File: src/rtl/ram_rd_arbiter_if.sv
// Request/grant, RAM read port and tagged-response bundle for ram_rd_arbiter.
// The master side is the client/RAM environment, and the slave side is the arbiter.
interface ram_rd_arbiter_if #(
    parameter int NUM_REQ   = 4,
    parameter int ADDR_W    = 8,
    parameter int SIZE_DATA = 8,
    parameter int ID_W      = $clog2(NUM_REQ)
);
    logic [NUM_REQ-1:0]        req;
    logic [NUM_REQ*ADDR_W-1:0] addr;
    logic [NUM_REQ-1:0]        gnt;
    logic                      ram_rd_en;
    logic [ADDR_W-1:0]         ram_addr;
    logic [SIZE_DATA-1:0]      ram_data;
    logic                      rsp_valid;
    logic [ID_W-1:0]           rsp_id;
    logic [SIZE_DATA-1:0]      rsp_data;
    logic                      busy;

    modport master (
        output req, addr, ram_data,
        input  gnt, ram_rd_en, ram_addr, rsp_valid, rsp_id, rsp_data, busy
    );

    modport slave (
        input  req, addr, ram_data,
        output gnt, ram_rd_en, ram_addr, rsp_valid, rsp_id, rsp_data, busy
    );
endinterface

File: src/rtl/ram_rd_arbiter.sv
// Round-robin arbiter that shares one synchronous-read RAM port among NUM_REQ clients.
// It returns each read's data tagged with the requester ID after a fixed latency.
module ram_rd_arbiter #(
    parameter int NUM_REQ    = 4,
    parameter int ADDR_W     = 8,
    parameter int SIZE_DATA  = 8,
    parameter int RD_LATENCY = 2,
    parameter int ID_W       = $clog2(NUM_REQ)
) (
    input logic            i_clk,
    input logic            i_rst,
    ram_rd_arbiter_if.slave bus
);

    logic [ID_W-1:0]      ptr;
    logic [ID_W-1:0]      ptr_next;
    logic [ID_W-1:0]      gnt_id;
    logic [ID_W-1:0]      issue_id;
    logic [ID_W:0]        cand;
    logic [NUM_REQ-1:0]   gnt;
    logic                 gnt_any;
    logic [ADDR_W-1:0]    sel_addr;
    logic                 rd_en;
    logic [ADDR_W-1:0]    ram_addr;
    logic [RD_LATENCY:0]  tag_valid;
    logic [ID_W-1:0]      tag_id [RD_LATENCY+1];
    logic [SIZE_DATA-1:0] rsp_data;

    // Scan from the pointer with one extra bit, so that the wrap needs only a single subtract.
    always_comb begin
        gnt     = '0;
        gnt_any = 1'b0;
        gnt_id  = '0;
        cand    = '0;
        if (!i_rst) begin
            for (int unsigned i = 0; i < NUM_REQ; i++) begin
                cand = {1'b0, ptr} + (ID_W+1)'(i);
                if (cand >= (ID_W+1)'(NUM_REQ)) begin
                    cand = cand - (ID_W+1)'(NUM_REQ);
                end
                if (!gnt_any && bus.req[cand[ID_W-1:0]]) begin
                    gnt[cand[ID_W-1:0]] = 1'b1;
                    gnt_any             = 1'b1;
                    gnt_id              = cand[ID_W-1:0];
                end
            end
        end
    end

    always_comb begin
        sel_addr = '0;
        for (int unsigned k = 0; k < NUM_REQ; k++) begin
            if (gnt_id == ID_W'(k)) begin
                sel_addr = bus.addr[k*ADDR_W +: ADDR_W];
            end
        end
    end

    assign ptr_next = (gnt_id == ID_W'(NUM_REQ-1)) ? '0 : gnt_id + 1'b1;

    always_ff @(posedge i_clk) begin
        if (i_rst) begin
            ptr      <= '0;
            rd_en    <= 1'b0;
            ram_addr <= '0;
            issue_id <= '0;
        end else begin
            rd_en <= gnt_any;
            if (gnt_any) begin
                ptr      <= ptr_next;
                ram_addr <= sel_addr;
                issue_id <= gnt_id;
            end
        end
    end

    // The last stage doubles as the response register and holds its ID between pulses.
    always_ff @(posedge i_clk) begin
        if (i_rst) begin
            tag_valid <= '0;
            rsp_data  <= '0;
            for (int unsigned j = 0; j <= RD_LATENCY; j++) begin
                tag_id[j] <= '0;
            end
        end else begin
            tag_valid <= {tag_valid[RD_LATENCY-1:0], rd_en};
            tag_id[0] <= issue_id;
            for (int unsigned j = 1; j < RD_LATENCY; j++) begin
                tag_id[j] <= tag_id[j-1];
            end
            if (tag_valid[RD_LATENCY-1]) begin
                tag_id[RD_LATENCY] <= tag_id[RD_LATENCY-1];
                rsp_data           <= bus.ram_data;
            end
        end
    end

    assign bus.gnt       = gnt;
    assign bus.ram_rd_en = rd_en;
    assign bus.ram_addr  = ram_addr;
    assign bus.rsp_valid = tag_valid[RD_LATENCY];
    assign bus.rsp_id    = tag_id[RD_LATENCY];
    assign bus.rsp_data  = rsp_data;
    assign bus.busy      = rd_en | (|tag_valid);

endmodule

File: src/flat_wrapper.sv
// flat-port wrapper written by rule: the top's interface ports become plain ports
module ram_rd_arbiter_flat 
#(
    parameter int NUM_REQ    = 4,
    parameter int ADDR_W     = 8,
    parameter int SIZE_DATA  = 8,
    parameter int RD_LATENCY = 2,
    parameter int ID_W       = $clog2(NUM_REQ)
)
  (i_clk, i_rst, bus_req, bus_addr, bus_ram_data, bus_gnt, bus_ram_rd_en, bus_ram_addr, bus_rsp_valid, bus_rsp_id, bus_rsp_data, bus_busy);
  ram_rd_arbiter_if #(.NUM_REQ(NUM_REQ), .ADDR_W(ADDR_W), .SIZE_DATA(SIZE_DATA), .ID_W(ID_W)) bus_i ();
  input logic i_clk;
  input logic i_rst;
  input wire logic [$bits(bus_i.req)-1:0] bus_req;
  input wire logic [$bits(bus_i.addr)-1:0] bus_addr;
  input wire logic [$bits(bus_i.ram_data)-1:0] bus_ram_data;
  output wire logic [$bits(bus_i.gnt)-1:0] bus_gnt;
  output wire logic [$bits(bus_i.ram_rd_en)-1:0] bus_ram_rd_en;
  output wire logic [$bits(bus_i.ram_addr)-1:0] bus_ram_addr;
  output wire logic [$bits(bus_i.rsp_valid)-1:0] bus_rsp_valid;
  output wire logic [$bits(bus_i.rsp_id)-1:0] bus_rsp_id;
  output wire logic [$bits(bus_i.rsp_data)-1:0] bus_rsp_data;
  output wire logic [$bits(bus_i.busy)-1:0] bus_busy;
  assign bus_i.req = bus_req;
  assign bus_i.addr = bus_addr;
  assign bus_i.ram_data = bus_ram_data;
  assign bus_gnt = bus_i.gnt;
  assign bus_ram_rd_en = bus_i.ram_rd_en;
  assign bus_ram_addr = bus_i.ram_addr;
  assign bus_rsp_valid = bus_i.rsp_valid;
  assign bus_rsp_id = bus_i.rsp_id;
  assign bus_rsp_data = bus_i.rsp_data;
  assign bus_busy = bus_i.busy;
  ram_rd_arbiter #(.NUM_REQ(NUM_REQ), .ADDR_W(ADDR_W), .SIZE_DATA(SIZE_DATA), .RD_LATENCY(RD_LATENCY), .ID_W(ID_W)) u_core (.i_clk(i_clk), .i_rst(i_rst), .bus(bus_i));
endmodule
File: config.mk
export PLATFORM = sky130hd
export DESIGN_NAME = ram_rd_arbiter_flat
export DESIGN_NICKNAME = d
export VERILOG_FILES = /design/src/rtl/ram_rd_arbiter_if.sv /design/src/rtl/ram_rd_arbiter.sv /design/src/flat_wrapper.sv
export SDC_FILE = /design/constraint.sdc
export NUM_CORES = 1
export LEC_CHECK = 0
export CORE_UTILIZATION = 45
export DETAILED_ROUTE_END_ITERATION = 7
export DONT_BUFFER_PORTS = 1
export PLACE_DENSITY = 0.65
export SLEW_MARGIN = 0
export SYNTH_ARGS = -nofsm -noshare
export SYNTH_HDL_FRONTEND = slang
export SYNTH_SLANG_ARGS = --single-unit
File: constraint.sdc
create_clock -name i_clk -period 4.6 [get_ports i_clk]
set_input_delay 0.23 -clock i_clk [delete_from_list [all_inputs] [get_ports i_clk]]
set_output_delay 0.23 -clock i_clk [all_outputs]
set_load 0.02 [all_outputs]
# --- Yosys cells after proc, flatten, opt, wreduce, memory -nomap -nowiden ---
# Memory sizes are Yosys's and may differ from the RTL's.
# Cells that the tools add are included.
classes:
  n_addsub: 8
  mul: 0
  div_mod_pow: 0
  order_cmp: 12
  eq_ne: 3
  shifts: 0
  mux: 59
  n_bitwise: 7
  reduce_logical: 12
ops:
  columns: ["cell", "n"]
  rows:
  - ["$mux 2", 17]
  - ["$mux 4", 8]
  - ["$mux 8", 4]
  - ["$mux 1", 22]
  - ["$lt 2x3->1 const B", 4]
  - ["$or 4x4->4", 3]
  - ["$ge 3x3->1 const B", 3]
  - ["$bmux 1 s2", 4]
  - ["$demux 1 s2", 4]
  - ["$ge 2x1->1 const B", 4]
  - ["$sub 2x1->2 const B", 4]
  - ["$logic_and 1x1->1", 7]
  - ["$add 2x2->3 const B", 2]
  - ["$eq 2x2->1 const B", 2]
  - ["$or 1x1->1", 4]
  - ["$add 2x1->3 const B", 1]
  - ["$ge 2x3->1 const B", 1]
  - ["$logic_not 1->1", 3]
  - ["$reduce_or 3->1", 1]
  - ["$add 2x1->2 const B", 1]
  - ["$eq 2x1->1 const B", 1]
  - ["$logic_not 2->1", 1]
totals:
  reg_bits: 24
  latchBits: 0
  ram_bits: 6
  rom_bits: 0
  inputBits: 46
  mem_count: 1
memory_table:
  columns: ["name", "words", "width", "read_ports", "rd_ports_with_merged_regs", "write_ports", "line", "text"]
  rows:
  - ["u_core.tag_id", 3, 2, 3, 0, 3, "ram_rd_arbiter.sv:26", "logic [ID_W-1:0] tag_id [RD_LATENCY+1];"]

# --- Depth between registers and ports, before layout ---
# Gate-level depths: netlist of the first run.
logic_depth:
  word_depth: 24
  depth_mapped: 16

# --- Worst setup path after synthesis of the first run ---
# OpenSTA, ideal clock, no wires.
synth_path:
  path_type: "register to register"
  start: "reg u_core.ptr[0]"
  end: "reg u_core.ram_addr[0] (netlist: u_core.bus.ram_addr[0])"
  setup_time_ns: 0.142
  t_arrival_ns: 3.412
  required_time_ns: 4.458
  setup_slack_ns: 1.047
  stages_incl_launch_ff: 17
  period_less_slack_ns: 3.553
  cell_sequence: "dfxtp_1 buf_6 clkbuf_1 inv_1 ha_1 mux4_2 and2b_1 o21ai_0 a21o_1 inv_1 ha_1 clkbuf_1 nor2b_1 a221oi_1 nor3_1 a21oi_1 a211oi_2"
synth_via:
  elab_chain_cells: 24
  elab_cells_between_ends: 54
  cone_classes: "add/sub (7); order compare (4); eq/ne (3); mux (33); reduce/logical (7)"
synth_lines:
  columns: ["element", "line", "text"]
  rows:
  - ["start, declared", "ram_rd_arbiter.sv:15", "logic [ID_W-1:0] ptr;"]
  - ["start signal, assigned", "ram_rd_arbiter.sv:70", "ptr <= ptr_next;"]
  - ["$ge 2x3->1 / $sub 2x1->2 (equally long branches)", "ram_rd_arbiter.sv:38, ram_rd_arbiter.sv:39", null]
  - ["$mux 2", "ram_rd_arbiter.sv:38", "if (cand >= (ID_W+1)'(NUM_REQ)) begin"]
  - ["$mux 2", "ram_rd_arbiter.sv:35", "if (!i_rst) begin"]
  - ["$bmux 1 s2", "ram_rd_arbiter.sv:41", "if (!gnt_any && bus.req[cand[ID_W-1:0]]) begin"]
  - ["$mux 1 (implied by the code)", "ram_rd_arbiter.sv:41", null]
  - ["$mux 1", "ram_rd_arbiter.sv:41", null]
  - ["$mux 1", "ram_rd_arbiter.sv:35", null]
  - ["$logic_not 1->1", "ram_rd_arbiter.sv:41", null]
  - ["(+7 left out)", null, null]
  - ["$logic_not 1->1", "ram_rd_arbiter.sv:41", null]
  - ["$logic_and 1x1->1", "ram_rd_arbiter.sv:41", null]
  - ["$mux 2 *", "ram_rd_arbiter.sv:41", null]
  - ["$mux 2 *", "ram_rd_arbiter.sv:35", null]
  - ["via u_core.gnt_id[0]", "ram_rd_arbiter.sv:17", "logic [ID_W-1:0] gnt_id;"]
  - ["$logic_not 2->1", "ram_rd_arbiter.sv:53", "if (gnt_id == ID_W'(k)) begin"]
  - ["$mux 8 (3 in series)", "ram_rd_arbiter.sv:53", null]
  - ["$mux 8 *", "ram_rd_arbiter.sv:53", null]
  - ["end signal, assigned", "ram_rd_arbiter.sv:71", "ram_addr <= sel_addr;"]
  - ["end, declared", "ram_rd_arbiter.sv:24", "logic [ADDR_W-1:0] ram_addr;"]
# The timed path passes the listed nets; every way through them passes the cells marked *. The select of a mux whose other input is x is not followed.
# A chain may end at the register's enable or synchronous reset.

# --- Worst setup path in the final report of the first run ---
layout_path:
  start: "reg u_core.ptr[0]"
  end: "reg u_core.ram_addr[1] (netlist: u_core.bus.ram_addr[1])"
# The elaborated chain is that of the path after synthesis.

==> summary.md, run 1 <==
The run finished with clean final reports. STA classifies the critical path endpoint as a flop. Startpoint kind of the worst setup timing path: a flop. The run gives 0 as the final number of hold-violating endpoints. The worst register-to-register path ends at u_core.bus.ram_addr[1]$_SDFFE_PP0P_. The met2 wirelength from detailed routing is 1900 µm, and the cell count of the worst hold path is 1.

The total negative slack is 0 ns, and the count of cells along the worst register-to-register path is 14. Net switching power figure: 0.000363 W. The register clock-pin slew on the reported worst setup and hold paths was 0.06 ns. The tools report the via count of the first global-routing pass as 1299.

For this configuration, the core starts out at a cell density of 46.7%. By area the synthesized netlist is led by sky130_fd_sc_hd__dfxtp_1 26%, sky130_fd_sc_hd__edfxtp_1 9.7%, sky130_fd_sc_hd__ha_1 8.0%. TritonCTS built the clock tree. Routability-driven placement finished with a final weighted congestion of 0.809.

Data arrives at the worst endpoint at 3.86 ns. The remaining antenna violation count after routing was 0. Static timing analysis puts the maximum clock frequency at 273 MHz.

Counting flops with a built-in enable in the synthesized netlist gives 6. The run gives 198 as the synthesized instance count. Total of endpoints with negative setup slack in the final report: 0. The tools report the source of the worst hold timing path as i_rst. Global routing used 17.4% of the available tracks. In the detailed route, the total length drawn on met3 is 247 µm.

For this run, the leading register cell type out of synthesis is sky130_fd_sc_hd__dfxtp_1. The total length of routed wires is 3720 µm, and the worst-case clock buffer depth is 2. The critical path class is flop to flop.

The number of port buffers is 0, and the number of standard cells in the layout, taps in and fillers out is 242. Entering global routing, the biggest net connects 37 pins. The power share of the clock group is 22.2%, and the slew of the pin with the lowest slew margin is 0.802 ns.

Setup repair after global routing left no endpoint under its margin. Max-slew violation count: 0. The synthesized design devotes to its leading area cell type 25.7% of total area. 71 I/O pins were placed. The cell count after placement is 234. For the number of sinks handled by clock tree synthesis, the log shows 30.

The total power density per cell area is 493 nW/µm², and the number of antenna violations at the first check in global routing is 0. The area growth from synthesis to final layout was 3.89%; the required time at the worst-slack endpoint was 4.80 ns. In this run the horizontal extent of the chip is 66.4 µm.

In this run the number of H-tree levels came out at 2. Top layer used by detailed routing: met4. The tools report the detailed placement HPWL as 2720 µm. The worst hold path belongs to the class input pin to flop. Along the worst path, the maximum fanout reaches 19.

The internal power was 0.000592 W; the synthesized area divided by synthesized cell count was 9.43 µm². The floorplan has 23 rows. The via density per instance came out at 5.92.

The run gives 4410 µm² as the area of the die. For this block, wires on met1 add up to 1470 µm. In this run the critical register-to-register path is launched from u_core.ptr[0]$_SDFFE_PP0P_. The wire length of the first global-routing pass was 5830 µm; the post-CTS setup buffer count was 0.

The tightest hold path in the finished design has a slack of 0.0137 ns. The floorplan step set the die height to 66.4 µm. The post-cts sizing count is 0. Sequential cells account for 40.1% of the total power. The net count of the finished layout is 249. For hold timing, the worst endpoint is u_core.bus.ram_addr[1]$_SDFFE_PP0P_. For the first-pass iteration count of the detailed router, the log shows 4. The number of DRC markers after the initial detailed-route iteration was 87. Summing over every cut layer, the via total after detailed routing is 1433. The switching share of power was 38.0%.

The cell sitting at the root of the clock tree is a sky130_fd_sc_hd__clkbuf_8. In the final routed layout, each cell accounts on average for 15.4 µm. The sequential element share of the synthesized area came out at 35.4%. The count of synthesis-stage warnings from yosys was 0; the total grt overflow was 0. Across the run, the number of max-cap violations was 0.

The repair_antennas step left the layout with diodes totalling 0. Combinational logic is responsible for 37.8% of the overall power. The worst-case IR drop observed on VDD is 0.167 mV. Across all register-to-register paths, the minimum setup slack is 0.94 ns. The run gives 0.000955 W as the power after layout.

The number of CTS-inserted buffers is 5, and the worst slew margin relative to its limit is 46.1%. The count of state elements after synthesis came out at 30. At the later pin of the worst-skew pair, clock insertion delay measures 0.27 ns. The leakage power is 0.754 nW.

The number of hold buffers added after CTS was 0. The core region is 4000 µm². After layout, the minimum clock period comes to 3.66 ns. Of the available clock period, the critical path in the final layout requires 79.6%. The logs give 0 for the residual DRC count and 0.00349 ns for the worst-case clock skew. For the count of unique library cells instantiated by Yosys, the log shows 40.

After synthesis, the share of flip-flops with an asynchronous set or reset is 0%. sky130_fd_sc_hd__dfxtp_1 takes more of the synthesized area than any other cell. The mapped netlist covers 1870 µm². In the final layout, the share of cells above drive strength 1 is 11.5%. The run gives 381 as the final-layout fill cell count.
==> cell usage in the layout, fill, tap and decap left out, types with 6 or more instances in the layout <==
cell	synthesis	final
sky130_fd_sc_hd__edfxtp_1	6	6
sky130_fd_sc_hd__nor3_1	8	8
sky130_fd_sc_hd__nor2_1	21	21
sky130_fd_sc_hd__inv_1	7	7
sky130_fd_sc_hd__a211oi_2	8	8
sky130_fd_sc_hd__dfxtp_1	24	24
sky130_fd_sc_hd__mux2i_1	9	9
sky130_fd_sc_hd__nor2b_1	21	21
sky130_fd_sc_hd__clkbuf_8	0	6
sky130_fd_sc_hd__a21oi_1	10	10
sky130_fd_sc_hd__ha_1	12	12
sky130_fd_sc_hd__a221oi_1	11	11
==> cell families after synthesis <==
logic type | after synthesis | share of synthesized area, %
simple gates | 69 | 19.8
compound gates | 47 | 19.4
flops | 30 | 35.4
buf+inv | 25 | 6.77
mux | 14 | 10.5
fa+ha+maj | 12 | 8.04
other cells | 1 | 0.201
==> per-layer routing <==
metal | GRT usage, % | up-vias
met5 | 0 | -
met4 | 7.98 | 0
met3 | 6.90 | 13
met2 | 30.1 | 52
met1 | 18.5 | 678
li1 | - | 690
==> how the worst max path moves through the flow <==
stage | start | endpoint | cells after the start
2_1_floorplan | u_core.ptr[0]$_SDFFE_PP0P_ | u_core.bus.ram_addr[0]$_SDFFE_PP0P_ | 16
3_3_place_gp | u_core.ptr[0]$_SDFFE_PP0P_ | u_core.bus.ram_addr[1]$_SDFFE_PP0P_ | 14
3_5_place_dp | u_core.ptr[0]$_SDFFE_PP0P_ | u_core.bus.ram_addr[1]$_SDFFE_PP0P_ | 14
4_1_cts | u_core.ptr[0]$_SDFFE_PP0P_ | u_core.bus.ram_addr[1]$_SDFFE_PP0P_ | 14
5_1_grt | u_core.ptr[1]$_SDFFE_PP0P_ | u_core.bus.ram_addr[5]$_SDFFE_PP0P_ | 13
6_report | u_core.ptr[0]$_SDFFE_PP0P_ | u_core.bus.ram_addr[1]$_SDFFE_PP0P_ | 14
==> through the flow <==
step / setup WS, ns / instance area, µm² / utilization [%]
after floorplan: 1.05 / 1880 / -
after global placement: 1.19 / 1850 / 46.2
after detailed placement: 0.989 / 1850 / 46.2
after CTS: 0.988 / 1940 / 48.5
after global routing: 0.559 / 1940 / 48.5
final: 0.937 / 1940 / 48.5
==> worst max-delay path, stage by stage, from the launching register on <==
cell                       delay (ns)
sky130_fd_sc_hd__dfxtp_1         0.31
sky130_fd_sc_hd__buf_4           0.23
sky130_fd_sc_hd__inv_1           0.15
sky130_fd_sc_hd__ha_1            0.41
sky130_fd_sc_hd__mux4_2          0.34
sky130_fd_sc_hd__and2b_1         0.25
sky130_fd_sc_hd__o21ai_0         0.17
sky130_fd_sc_hd__a21o_1          0.21
sky130_fd_sc_hd__inv_1           0.10
sky130_fd_sc_hd__ha_1            0.32
sky130_fd_sc_hd__nor2b_1         0.42
sky130_fd_sc_hd__a221oi_1        0.15
sky130_fd_sc_hd__nor3_1          0.22
sky130_fd_sc_hd__a21oi_1         0.09
sky130_fd_sc_hd__a211oi_2        0.23
==> cell usage after synthesis, drive strengths merged, types with 7 or more instances <==
cell,instances
a221oi,11
nor2,21
a21oi,10
a211oi,8
dfxtp,24
ha,12
nor2b,21
clkbuf,12
o21ai,7
nor3,8
mux2i,9
inv,7
==> power groups by stage <==
stage	logic, W	registers [W]	clock network [W]
final	0.000361	0.000383	0.000212
after detailed placement	0.000357	0.000389	0
after floorplan	0.000317	0.000379	0
after CTS	0.000357	0.000383	0.000221
after global routing	0.000400	0.000390	0.000231
after global placement	0.000343	0.000388	0
==> layout make-up <==
type | instances | area, µm² | area share, %
sequential | 30 | 661 | 34.1
tap | 50 | 62.6 | 3.23
timing repair buffer | 1 | 7.51 | 0.387
inverter | 7 | 26.3 | 1.35
clock inverter | 1 | 5.00 | 0.258
multi-input combinational | 146 | 1090 | 56.3
clock buffer | 7 | 86.3 | 4.45
==> sequential cells by signal, summed over array words and instances, names as in the netlist <==
| name | flops |
|---|---|
| u_core.bus.ram_rd_en | 1 |
| u_core.ptr | 2 |
| u_core.tag_id | 6 |
| u_core.bus.ram_addr | 8 |
| u_core.issue_id | 2 |
| u_core.bus.rsp_data | 8 |
| u_core.tag_valid | 3 |
Power figures use the tool's default switching activity.
==> run 2, diff against run 1 <==
--- a/config.mk
+++ b/config.mk
@@ -5,6 +5,7 @@
 export SDC_FILE = /design/constraint.sdc
 export NUM_CORES = 1
 export LEC_CHECK = 0
+export ABC_AREA = 1
 export CORE_UTILIZATION = 45
 export DETAILED_ROUTE_END_ITERATION = 7
 export DONT_BUFFER_PORTS = 1
==> constraint.sdc (replaced) <==
create_clock -name i_clk -period 3.8 [get_ports i_clk]
set_input_delay 0.19 -clock i_clk [delete_from_list [all_inputs] [get_ports i_clk]]
set_output_delay 0.19 -clock i_clk [all_outputs]
set_load 0.02 [all_outputs]
==> summary.md, run 2 <==
The run finished with clean final reports. The data arrival time of the critical path came out at 3.39 ns. IR analysis of the VDD net gives a maximum drop of 0.313 mV. The critical path goes through inv_1, ha_1, inv_1, nand2_1, nand2_1, nor2_4, nand3_1, nand3_1, nand2_1, ha_1, nor2_2, nand2_1, nand2_1, o21ai_0, nand2_1, o21ai_0, nand2_1, nand2_1, nor2_1. The region available for standard cell placement spans 4060 µm².

The largest registers in the layout are u_core.bus.ram_addr: 8 flops, u_core.bus.rsp_data: 8 flops, u_core.tag_id: 6 flops. The tools report the detailed placement HPWL as 3100 µm. The die height was 67.5 µm. The count of synthesis-stage warnings from yosys was 0. The run gives 6.08% as the met3 track demand over resource in global routing. Clock skew on the completed layout was measured at 0.00486 ns. Cells fill 52.0% of the core in the end.

Area growth from synthesis to final layout: 9.27%. The total power density per cell area is 781 nW/µm², and the synthesized instance count is 286. In this run the worst path has a maximum fanout of 12. The last weighted congestion value of the routability-driven placer came out at 0.809.

In this design, the critical path's most frequently occurring cell is sky130_fd_sc_hd__nand2_1. Of the synthesized area, sequential elements account for 34.2%. The worst slew margin relative to its limit is 66.3%, and the count of unique library cells instantiated by Yosys is 23.

By count the netlist is led by 89 x sky130_fd_sc_hd__nand2_1, 31 x sky130_fd_sc_hd__inv_1, 28 x sky130_fd_sc_hd__nand3_1, 28 x sky130_fd_sc_hd__nor2_1, 24 x sky130_fd_sc_hd__dfxtp_1. For the summed instance area of the synthesized netlist, the log shows 1930 µm². The global-route track usage on met2 is 32.7%, and the max-slew violation count is 0. The detail route stage leaves a number of antenna-violating nets equal to 0. Derived from the worst setup path, the maximum achievable clock frequency is 315 MHz. STA classifies the critical path endpoint as a flop. The required time at the worst-slack endpoint was 4.02 ns.

For the pin with the worst max-slew slack, the measured transition is 0.504 ns. At the end of the flow, the number of nets in the layout was 350. The logs give 6610 µm for the wire length of the first global-routing pass and 4560 µm² for the area of the die. After the first detailed-routing iteration, the DRC count stood at 60. The min-delay analysis places its worst path in the category input pin to flop. The placed instances occupy a cell area of 1950 µm². In this run the core area contains 23 standard-cell rows.

Once layout is done, the placed cells without fillers occupy 2110 µm². The post-synthesis async set-or-reset flop share is 0%. Each instance of the synthesized netlist takes up on average 6.75 µm². The slowest stage of the critical path is the sky130_fd_sc_hd__dfxtp_1 cell. The routed design has 4080 µm of wire. Number of antenna violations at the first check in global routing: 0. Most common cell after layout, fill and taps aside: sky130_fd_sc_hd__nand2_1.

The number of enable flip-flop cells after synthesis was 6. Counting instances, the worst hold path has a depth of 2. TritonCTS built the clock tree. The tools report the residual DRC count as 0. 71 I/O pins were placed.

The latest clock arrival within the worst-skew pair is 0.28 ns, and the number of CTS-inserted buffers is 5. The all-layer global routing usage was 19.4%; the initial standard-cell utilization of the core was 47.6%. Setup repair after global routing left no endpoint under its margin. In the final routed layout, each cell accounts on average for 11.9 µm. The run gives 1.12 nW as the leakage power. The total of endpoints with negative setup slack in the final report came out at 0. The first detailed-routing pass ran for 4 iterations. The worst-case clock buffer depth is 2.

The via density per instance was 5.08; the ratio of final minimum period to clock period was 83.5%. The run gives 26 as the maximum number of pins on one net before global-route repair. Most used routing layer: met2. Port buffering added 0 buffers. Critical path class: flop to flop.

Buffers added to address setup during post-CTS repair amount to 0. By instance count, the leading cell after synthesis is sky130_fd_sc_hd__nand2_1. The logs give 30 for the number of sinks handled by clock tree synthesis and 0 for the total grt overflow.

The via count of the first global-routing pass is 1590, and the fraction of post-synthesis cell area in the top cell type by area is 24.9%. The startpoint kind of the worst setup timing path is a flop. The top cell types in the final layout, fill and taps aside, are 89 x sky130_fd_sc_hd__nand2_1, 31 x sky130_fd_sc_hd__inv_1, 28 x sky130_fd_sc_hd__nand3_1. The met1 layer usage reported by global route was 23.0%; the total negative slack was 0 ns. The number of antenna diodes in the final layout is 0. The number of standard cells in the layout, taps in and fillers out was 343.

The delay contributed by the slowest stage of the critical path came out at 0.49 ns. By area the synthesized netlist is led by sky130_fd_sc_hd__dfxtp_1 25%, sky130_fd_sc_hd__nand2_1 17%, sky130_fd_sc_hd__edfxtp_1 9.3%. The most used flip-flop cell after synthesis is sky130_fd_sc_hd__dfxtp_1. In this run, synthesis produced a sequential element count of 30. The clock tree root buffer cell is sky130_fd_sc_hd__clkbuf_8. The cell type with the highest aggregate area in the netlist was sky130_fd_sc_hd__dfxtp_1.

Counting cells, the worst reg-to-reg path comes to 19. The cell count after placement is 330. In the final layout, the share of cells above drive strength 1 is 8.53%.

CTS built an H-tree with a depth of 2. The die width was 67.5 µm; the final number of hold-violating endpoints was 0. For the number of violations of the max-capacitance limit, the log shows 0.

The detailed router placed 1744 vias in this run. The register clock-pin slew on the reported worst setup and hold paths came out at 0.07 ns. Counting I/O delays and the setup requirement, the final critical path takes 3.17 ns.
run 2: per-layer routing:
layer	wire, µm	share of wire (%)
met3	295	7.2
met5	0	0
met1	1800	44
met2	1970	48
met4	22	0.54
run 2: repair_timing:
item,CTS,global route
hold buffers,5,0
setup endpoints to repair,0,4
gates resized for setup,0,1
endpoints found under the hold margin,7,0
run 2: cell type report:
class | instances | area (µm²)
fill | 456 | 1950
multi-input combinational | 215 | 1080
sequential | 30 | 661
inverter | 32 | 125
timing repair buffer | 8 | 72.6
clock buffer | 5 | 68.8
tap | 50 | 62.6
clock inverter | 3 | 40.0
run 2: cells by family (layout without fill, tap and decap cells):
group,Yosys count,count (layout),synth area share [%]
buffers and inverters,44,48,10.6
other,1,4,0.194
AO/OA/AOI/OAI,37,37,10.2
AND/OR/NAND/NOR,162,162,37.1
flip-flops,30,30,34.2
adder cells (fa/ha/maj),12,12,7.78
run 2: path summary, 6_finish.rpt:
kind                                                       endpoint                      startpoint  slack, ns
worst min-delay path            u_core.bus.rsp_data[7]$_SDFFE_PP0P_                 bus_ram_data[7]       0.02
worst max-delay path            u_core.bus.ram_addr[1]$_SDFFE_PP0P_      u_core.ptr[1]$_SDFFE_PP0P_       0.63
worst max register to register  u_core.bus.ram_addr[1]$_SDFFE_PP0P_      u_core.ptr[1]$_SDFFE_PP0P_       0.63
worst min register to register       u_core.tag_valid[1]$_SDFF_PP0_  u_core.tag_valid[0]$_SDFF_PP0_       0.43
run 2: stage by stage:
stage | hold slack (ns) | worst slack (ns) | power (W)
floorplan | 0.293 | 0.892 | 0.00120
global placement | 0.264 | 0.615 | 0.00133
detailed placement | 0.263 | 0.475 | 0.00134
CTS | 0.000619 | 0.462 | 0.00167
global route | 0.0129 | 0.136 | 0.00184
finish | 0.0167 | 0.626 | 0.00165
run 2: worst max-delay path, delay by kind of cell, from the launching register on:
family	cells	cell delay [ns]
simple gates	13	1.46
fa+ha+maj	2	0.70
flops	1	0.49
buf+inv	2	0.30
compound gates	2	0.17
run 2: power breakdown:
part	switching (W)	total (W)	internal, W
Sequential	0.0000915	0.000484	0.000392
Combinational	0.000568	0.000854	0.000285
Clock	0.000118	0.000311	0.000193
==> run 3, diff against run 2 <==
--- a/config.mk
+++ b/config.mk
@@ -5,11 +5,11 @@
 export SDC_FILE = /design/constraint.sdc
 export NUM_CORES = 1
 export LEC_CHECK = 0
-export ABC_AREA = 1
+export ABC_AREA = 0
 export CORE_UTILIZATION = 45
 export DETAILED_ROUTE_END_ITERATION = 7
 export DONT_BUFFER_PORTS = 1
-export PLACE_DENSITY = 0.65
+export PLACE_DENSITY = 0.67
 export SLEW_MARGIN = 0
 export SYNTH_ARGS = -nofsm -noshare
 export SYNTH_HDL_FRONTEND = slang
==> constraint.sdc (replaced) <==
create_clock -name i_clk -period 2.65 [get_ports i_clk]
set_input_delay 0.1325 -clock i_clk [delete_from_list [all_inputs] [get_ports i_clk]]
set_output_delay 0.1325 -clock i_clk [all_outputs]
set_load 0.02 [all_outputs]
==> summary.md, run 3 (synthesis results as in run 1) <==
The delay contributed by the slowest stage of the critical path works out to 0.42 ns. Power spread over the standard cell area amounts to 819 nW/µm². The clock tree root buffer cell is sky130_fd_sc_hd__clkbuf_8. The tools report the remaining antenna violation count after routing as 0.

The area of the core is 4000 µm², and the detailed placement HPWL is 3140 µm. Cells with a size suffix above 1 make up 31.6% of the layout. Between clock sinks in the finished design, the worst skew comes to 0.00202 ns.

IR analysis of the VDD net gives a maximum drop of 0.342 mV. The top cell types in the final layout, fill and taps aside, are 24 x sky130_fd_sc_hd__buf_4, 22 x sky130_fd_sc_hd__dfxtp_1, 21 x sky130_fd_sc_hd__nor2_1. The final layout contains 285 nets.

The multi-input combinational cells in the finished layout cover a total of 1210 µm². The tools report the max-slew violation count as 0. In this run, post-CTS hold repair placed 11 buffers.

STA classifies the critical path endpoint as a flop. Among all stages on the critical path, the largest delay is contributed by sky130_fd_sc_hd__dfxtp_4. The largest registers in the layout are u_core.bus.ram_addr: 8 flops, u_core.bus.rsp_data: 8 flops, u_core.tag_id: 6 flops.

The number of violations of the max-capacitance limit was 0; the via density per instance was 5.56. STA puts the critical path data arrival time at 2.88 ns. The signal on the critical path passes through inv_8, ha_4, mux4_2, and2b_1, o21ai_1, a21o_1, buf_4, ha_4, buf_4, a221oi_2, nor3_2, a21oi_1, a211oi_2.

Cells fill 60.0% of the core in the end. The run gives 1542 as the via count of the first global-routing pass. The number of port buffers was 0.

Measured along the y axis, the die boundary spans 66.4 µm. The tools report the number of standard cells in the layout, taps in and fillers out as 278. For the final number of hold-violating endpoints, the log shows 11.

The run gives 367 MHz as the fmax. During I/O placement, the number of pins put on the boundary was 71. The tools report the total of endpoints with negative setup slack in the final report as 8. Counting the fill cells in the layout gives 354.

For this run, design rule violations remaining after detail routing come to 0. The required time at the worst-slack endpoint was 2.81 ns; the area taken by flip-flops and latches was 666 µm². The ratio of final minimum period to clock period was 103%; the last weighted congestion value of the routability-driven placer was 0.840. After clock tree synthesis, the clock-pin slew on the worst setup and hold paths is 0.07 ns.

After detailed routing, the average wire length per cell comes to 15.6 µm. The number of antenna violations at the first check in global routing was 0. The worst setup path is of the flop to flop kind. The run gives -0.0755 ns as the post-layout worst setup margin. For the first-pass iteration count of the detailed router, the log shows 4. The final reports fail on negative hold slack, negative setup slack. The run gives 20.2% as the all-layer global routing usage.

The library cell used most frequently in the layout, excluding fill and tap cells, is sky130_fd_sc_hd__buf_4. Relative to the synthesized area, the layout overhead comes to 28.6%. The first routing iteration left 45 violations.

In this run, placement finished with an instance count of 255. For the total length of routed wires, the log shows 4340 µm. Counting along the longest clock path gives a buffer depth of 2. The shortest period the worst path allows was 2.73 ns; the count of buffering cells on the critical path with inverters included was 3. The number of sinks handled by clock tree synthesis was 30. The maximum number of pins on one net before global-route repair was 37. The detailed router placed 1547 vias in this run. Final-layout worst hold slack: -0.0860 ns.

The first global-routing pass estimated 6830 µm of wire. The run finished, with violations left. TritonCTS built the clock tree. The worst setup path is launched from a flop. Setup repair after global routing could not meet its margin everywhere. Clock latency on the worst-skew pair, taken at its later pin, is 0.27 ns. The number of standard-cell rows in the floorplan is 23. The floorplan step defined a die boundary enclosing 4410 µm². The worst hold path belongs to the class input pin to flop.

The highest net fanout along the worst path works out to 8. For the pin with the worst max-slew slack, the measured transition is 0.510 ns. In this run the tightest slew margin relative to its limit is 66.0%. For this run the aggregate overflow at the end of global routing stands at 0. Clock tree synthesis inserted a total of 5 buffers. The analysis attributes to cell leakage a power of 0.992 nW. The cell family contributing the most delay on the critical path is compound AO/OA/AOI/OAI gates.

The number of H-tree branching levels is 2, and the initial standard-cell utilization of the core is 46.7%. 0 antenna diodes ended up in the layout. From left edge to right edge, the die measures 66.4 µm.
==> run 3: path summary, 6_finish.rpt <==
check | from | end | slack [ns] | depth (start not counted)
min | i_rst | u_core.bus.ram_addr[4]$_SDFFE_PP0P_ | -0.09 | 1
max | u_core.ptr[0]$_SDFFE_PP0P_ | u_core.bus.ram_addr[4]$_SDFFE_PP0P_ | -0.08 | 13
max reg2reg | u_core.ptr[0]$_SDFFE_PP0P_ | u_core.bus.ram_addr[4]$_SDFFE_PP0P_ | -0.08 | 13
min reg2reg | u_core.issue_id[1]$_SDFFE_PP0P_ | u_core.issue_id[1]$_SDFFE_PP0P_ | 0.48 | 2
==> run 3: cell type report <==
cell class | instances | area share (%)
Clock inverter | 2 | 0.521
Timing Repair Buffer | 37 | 13.8
Inverter | 7 | 1.41
Tap cell | 50 | 2.61
Clock buffer | 6 | 3.44
Sequential cell | 30 | 27.7
Multi-Input combinational cell | 146 | 50.5
==> run 3: layer usage <==
metal	GRT usage, %	share of wire (%)	vias to the layer above
li1	-	-	763
met1	21.1	39	743
met2	38.9	56	34
met3	4.14	3.9	7
met4	7.71	1.3	0
met5	0	0	-
==> run 3: metrics by stage <==
step	TNS (ns)	worst slack, ns	total power (W)	cell area [µm²]	hold slack, ns
after CTS	-0.137	-0.0364	0.00194	2350	-0.0925
after global routing	-1.90	-0.192	0.00210	2400	-0.0983
after floorplan	-1.93	-0.262	0.00130	2000	0.280
after detailed placement	-0.653	-0.137	0.00152	2110	0.203
final	-0.232	-0.0755	0.00197	2400	-0.0860
after global placement	0	0.00868	0.00147	2110	0.202
==> run 3: what timing repair did <==
action                                 4_1_cts  5_1_grt
setup endpoints to repair                   12       12
endpoints found under the hold margin       22       11
resized for setup                           10        8
buffers inserted                             1        3
pin swaps                                    4        6
==> run 3: power by group <==
part | switching (W) | total [W] | internal, W
combinational | 0.000435 | 0.000914 | 0.000480
clock | 0.000172 | 0.000381 | 0.000208
sequential | 0.000122 | 0.000671 | 0.000549
